==> config.mk <==
export PLATFORM = sky130hd
export DESIGN_NAME = issue_scoreboard
export DESIGN_NICKNAME = d
export VERILOG_FILES = /design/src/rtl/issue_scoreboard.sv
export SDC_FILE = /design/constraint.sdc
export NUM_CORES = 1
export LEC_CHECK = 0
export CORE_MARGIN = 3
export CORE_UTILIZATION = 30
export CTS_BUF_LIST = sky130_fd_sc_hd__clkbuf_8 sky130_fd_sc_hd__clkbuf_16
export DETAILED_ROUTE_END_ITERATION = 10
export MAX_ROUTING_LAYER = met4
export SETUP_SLACK_MARGIN = 0.05
export SYNTH_ARGS = -nofsm -noshare
export SYNTH_HDL_FRONTEND = slang
export SYNTH_SLANG_ARGS = --single-unit
==> constraint.sdc <==
create_clock -name clk -period 3.35 [get_ports clk]
set_input_delay 0.5025 -clock clk [delete_from_list [all_inputs] [get_ports clk]]
set_output_delay 0.5025 -clock clk [all_outputs]
set_load 0.02 [all_outputs]
==> src/rtl/issue_scoreboard.sv <==
// Decode-stage issue controller: tracks long-latency destination registers, counts in-flight work, serialises CSR/fence/ecall.
// Issue is combinational in the ID cycle (zero latency); stall is asserted whenever ID holds an instruction that cannot move.
module issue_scoreboard #(
  parameter int NREG         = 32,
  parameter int MAX_INFLIGHT = 7,
  parameter int CNT_W        = 3
) (
  input  logic             clk,
  input  logic             rst_n,
  input  logic             id_valid,
  input  logic [4:0]       id_rs1,
  input  logic [4:0]       id_rs2,
  input  logic             id_rs1_used,
  input  logic             id_rs2_used,
  input  logic [4:0]       id_rd,
  input  logic             id_rd_write,
  input  logic             id_long_lat,
  input  logic             id_serialize,
  input  logic             ex_ready,
  input  logic             wb_valid,
  input  logic [4:0]       wb_rd,
  input  logic             wb_long_clear,
  input  logic             flush,
  output logic             issue,
  output logic             stall,
  output logic [NREG-1:0]  pending,
  output logic [CNT_W-1:0] inflight
);

  typedef enum logic [1:0] {
    ST_RUN    = 2'd0,
    ST_DRAIN  = 2'd1,
    ST_SERIAL = 2'd2
  } state_t;

  state_t           state;
  logic             wb_clr;
  logic             raw1;
  logic             raw2;
  logic             waw;
  logic             hazard;
  logic             full;
  logic             empty_ok;
  logic             issue_c;
  logic             retire;
  logic             set_en;
  logic [CNT_W:0]   cnt_sum;
  logic [NREG-1:0]  pending_nxt;

  // A pending bit being cleared by this cycle's writeback is covered by WB forwarding.
  assign wb_clr = wb_valid & wb_long_clear & ~flush;

  assign raw1 = id_rs1_used && (id_rs1 != 5'd0) && pending[id_rs1] &&
                !(wb_clr && (wb_rd == id_rs1));
  assign raw2 = id_rs2_used && (id_rs2 != 5'd0) && pending[id_rs2] &&
                !(wb_clr && (wb_rd == id_rs2));
  assign waw  = id_rd_write && (id_rd != 5'd0) && pending[id_rd] &&
                !(wb_clr && (wb_rd == id_rd));

  assign hazard   = raw1 | raw2 | waw;
  assign full     = (inflight == CNT_W'(MAX_INFLIGHT)) & ~wb_valid;
  assign empty_ok = (inflight == '0) & ex_ready & ~hazard;

  always_comb begin
    issue_c = 1'b0;
    if (!flush && id_valid) begin
      case (state)
        ST_RUN:    issue_c = id_serialize ? empty_ok : (ex_ready & ~hazard & ~full);
        ST_DRAIN:  issue_c = empty_ok;
        default:   issue_c = 1'b0;
      endcase
    end
  end

  assign issue = rst_n & issue_c;
  assign stall = rst_n & id_valid & ~issue_c;

  // A retire with nothing in flight is a protocol error; the count holds at zero.
  assign retire  = wb_valid & (inflight != '0);
  assign cnt_sum = {1'b0, inflight} + {{CNT_W{1'b0}}, issue_c} - {{CNT_W{1'b0}}, retire};

  assign set_en = issue_c & id_long_lat & id_rd_write & (id_rd != 5'd0);

  // Set is applied after clear so a same-register set/clear leaves the bit set.
  always_comb begin
    pending_nxt = pending;
    for (int i = 1; i < NREG; i++) begin
      if (wb_clr && (wb_rd == 5'(i)))
        pending_nxt[i] = 1'b0;
      if (set_en && (id_rd == 5'(i)))
        pending_nxt[i] = 1'b1;
    end
    pending_nxt[0] = 1'b0;
  end

  always_ff @(posedge clk or negedge rst_n) begin
    if (!rst_n) begin
      state    <= ST_RUN;
      pending  <= '0;
      inflight <= '0;
    end else if (flush) begin
      state    <= ST_RUN;
      pending  <= '0;
      inflight <= '0;
    end else begin
      pending  <= pending_nxt;
      inflight <= cnt_sum[CNT_W-1:0];
      case (state)
        ST_RUN: begin
          if (id_valid && id_serialize)
            state <= issue_c ? ST_SERIAL : ST_DRAIN;
        end
        ST_DRAIN: begin
          if (issue_c)
            state <= ST_SERIAL;
        end
        ST_SERIAL: begin
          if (wb_valid && (inflight == CNT_W'(1)))
            state <= ST_RUN;
        end
        default: state <= ST_RUN;
      endcase
    end
  end

  wb_underflow_a: assert property (@(posedge clk) disable iff (!rst_n)
    !(wb_valid && !flush && (inflight == '0)));

endmodule

==> results.md <==
* CP top delay family: multiplexers
* CTS Buffer Depth at 2
* Routed wire per std cell at a little over 20 microns
* Root Buffer: clkbuf_8
* H-tree level count at 2
* Setup slack, reg-to-reg at approximately 0.17 ns
* Reg2reg start: pending[13]
* Register area share after synthesis at 0.284
* Setup Viol. Count Final at 0
* Top FF cell, synth: dfrtp_1
* RSZ-0062 raised after global routing: false
* Tot Pwr at roughly 0.0012 W
* TritonCTS clock tree: built
* # rows at 36
* Die area at 11800 sq um
* Initial Utilization at 0.316
* Clock-pin slew on the worst setup and hold paths at 0.08 ns
* Hold Buf Count CTS at 0
* Syn nets at 360
* Vias per cell at ~5.7
* Max Clock Skew at slightly above 0.008 ns
* Largest net degree at the start of global routing at 39
* Cell chain of the critical path: mux4_2 > mux4_2 > o2111ai_4 > o2111ai_4 > ha_4 > inv_2 > ha_4 > inv_2 > fa_2 > xor2_2 > xnor2_1 > nor2_1
* Largest cells by area after synthesis: dfrtp_1, nor2b_1, mux4_2, o41ai_2, mux2i_1
* # port buffers at 67
* Synth warnings at 0
* Gpl congestion at about 0.86
* Vias in the first global route at approximately 3100
* Hold Slack at around 0.26 ns
* Cell Pwr Density at 267 nW/um^2
* Startpoint Class: flop
* Critical path's slowest cell: mux4_2
* Met2 usage at 0.313
* Worst Path Buf+Inv at 2
* Met1 Resource Use GR at 0.261
* Fraction of registers with async set/reset at 1.00
* Setup slack after layout at approximately 0.17 ns
* Routed WL at about 11000 microns
* GRT Overall Usage at 0.195
* CP max FO at 5
* Synth Register Bits at 36
* Fmax at approximately 310 MHz
* Count leader, synth: nor2b_1
* Global-route wire length before repair at around 17000 microns
* Clock Sinks at 36
* Distinct cells, synth at 53
* Worst reg2reg path endpoint: inflight[2]
* Setup crit end kind: flop
* Cell area after synthesis at 3170 sq um
* Synth Instances at around 330
* DRC errors left at 0
* FF-to-FF path depth at 12
* Initial antenna violation count at 0
* Setup WS pre-CTS at -0.635 ns
* Pleak at approximately 1.8 nW
* Maximum vdd drop at about 0.14 mV
* Initial DRC count at approximately 300
* Core area at roughly 10000 sq um
* Cts bufs inserted at 5
* Nets@finish at around 460
* Die Span X at about 110 microns
* Period utilization at 0.951
* Synth area leader: dfrtp_1
* Antenna Violating Nets Remaining at 0
* GR peak layer: met2
* CP max stage delay at ~0.52 ns
* Met3 usage at 0.0166
* Critical Path RT at approximately 3.5 ns
* Fin. max-slew vios at 0
* Fillcell total at around 950
* Grt ovf at 0
* MaxCap Viol Count at 0
* Syn-to-layout area delta at 41.6%
* Synth top cells by count: nor2b_1, dfrtp_1, o21ai_0
* Status: complete, no violations
* Synthesized area per cell at roughly 9.8 sq um
* Number of antenna diodes at 0
* Kind of critical path: flop to flop
* Tmin final at ~3.2 ns
* Detailed-route via count at between 3000 and 4000
* Hpwl dp at 8480 microns
* Clock Latency Late Sink at 0.29 ns
* Post-synth EDFFs at 0
* Initial DRT Pass Iterations at 5
* Hold Vio Cnt, Final at 0
* Share of cells above drive strength 1 at 0.283
* Type of the worst min-delay path: input pin to asynchronous set/reset pin
* Top-area cell type share of the netlist area at 0.284
* Arrival @ worst endpoint at about 3.4 ns
* Num ports at between 60 and 70
* Die Ht at approximately 110 microns
-- layer usage --
metal	up-vias	wire (microns)
li1	1423	-
met1	1575	4980
met2	115	5420
met3	12	638
met4	0	199
met5	-	0
-- kinds of logic after synthesis --
family / count (synthesis) / synth area share
AND/OR/NAND/NOR: 99 / 0.176
AO/OA/AOI/OAI: 96 / 0.250
multiplexers: 37 / 0.173
flip-flops: 36 / 0.284
buffers and inverters: 36 / 0.0544
XOR/XNOR: 17 / 0.0469
adder cells (fa/ha/maj): 3 / 0.0142
other: 1 / 0.00118
-- layout make-up --
class / instances / area (sq um) / area share
clock buffers: 5 / 68.8 / 0.0153
clock inverters: 2 / 12.5 / 0.00279
inverters: 5 / 18.8 / 0.00418
multi-input cells: 253 / 2210 / 0.493
flip-flops and latches: 36 / 906 / 0.202
well taps: 133 / 166 / 0.0371
repair buffers: 119 / 1100 / 0.246
-- where the power goes --
group	switching [W]	total, W	internal, W
combinational	0.000216	0.000412	0.000196
sequential	0.0000307	0.000481	0.000450
clock	0.000165	0.000306	0.000141
-- registers in the layout, indices dropped and copies added (netlist names) --
register  count
pending      31
inflight      3
state         2
-- cell usage in the layout, fill, tap and decap left out, types with 3 or more instances in the layout --
| master | synthesis | layout |
|---|---|---|
| nand2b_1 | 5 | 5 |
| mux2i_1 | 18 | 17 |
| clkdlybuf4s50_1 | 0 | 54 |
| dlymetal6s2s_1 | 0 | 5 |
| o2111ai_1 | 3 | 3 |
| mux2_2 | 6 | 6 |
| inv_1 | 5 | 3 |
| nand3_1 | 9 | 9 |
| dfrtp_2 | 0 | 4 |
| xor2_1 | 10 | 9 |
| nand3b_1 | 3 | 3 |
| dfrtp_1 | 36 | 32 |
| o41ai_2 | 13 | 13 |
| o41ai_1 | 18 | 18 |
| a21oi_1 | 6 | 6 |
| clkbuf_8 | 0 | 5 |
| xnor2_1 | 7 | 7 |
| dlygate4sd2_1 | 0 | 3 |
| o21ai_0 | 36 | 35 |
| nor2_1 | 12 | 11 |
| nor2b_1 | 43 | 41 |
| mux4_2 | 11 | 11 |
| buf_6 | 4 | 3 |
| nand2_1 | 12 | 12 |
| buf_4 | 1 | 46 |
| a211oi_1 | 3 | 3 |
-- through the flow --
stage                     std cells  utilization  cell area, sq um  setup TNS (ns)
final                           553        0.447              4490               0
after global routing            553        0.447              4490               0
after CTS                       551        0.438              4400               0
after detailed placement        541        0.424              4260           -4.41
after global placement          541        0.424              4260           -2.95
after floorplan                 325            -              3210         -0.0507
-- how the worst max path moves through the flow --
stage	startpoint	to	slack, ns	depth (start not counted)
after floorplan	id_rd[0]	inflight[2]	-0.05	14
after global placement	id_rd[0]	stall	-0.57	9
after detailed placement	id_rd[0]	inflight[2]	-0.63	15
after CTS	id_rs2[2]	inflight[2]	0.06	16
after global routing	wb_valid	inflight[2]	0.05	14
final	pending[13]	inflight[2]	0.17	12
-- what timing repair did --
action                     in CTS  in global routing
setup endpoints to repair       4                 10
gates resized for setup        23                 22
pin swaps                       6                  4
buffers inserted                3                  2
(Power assumes the default switching activity.)
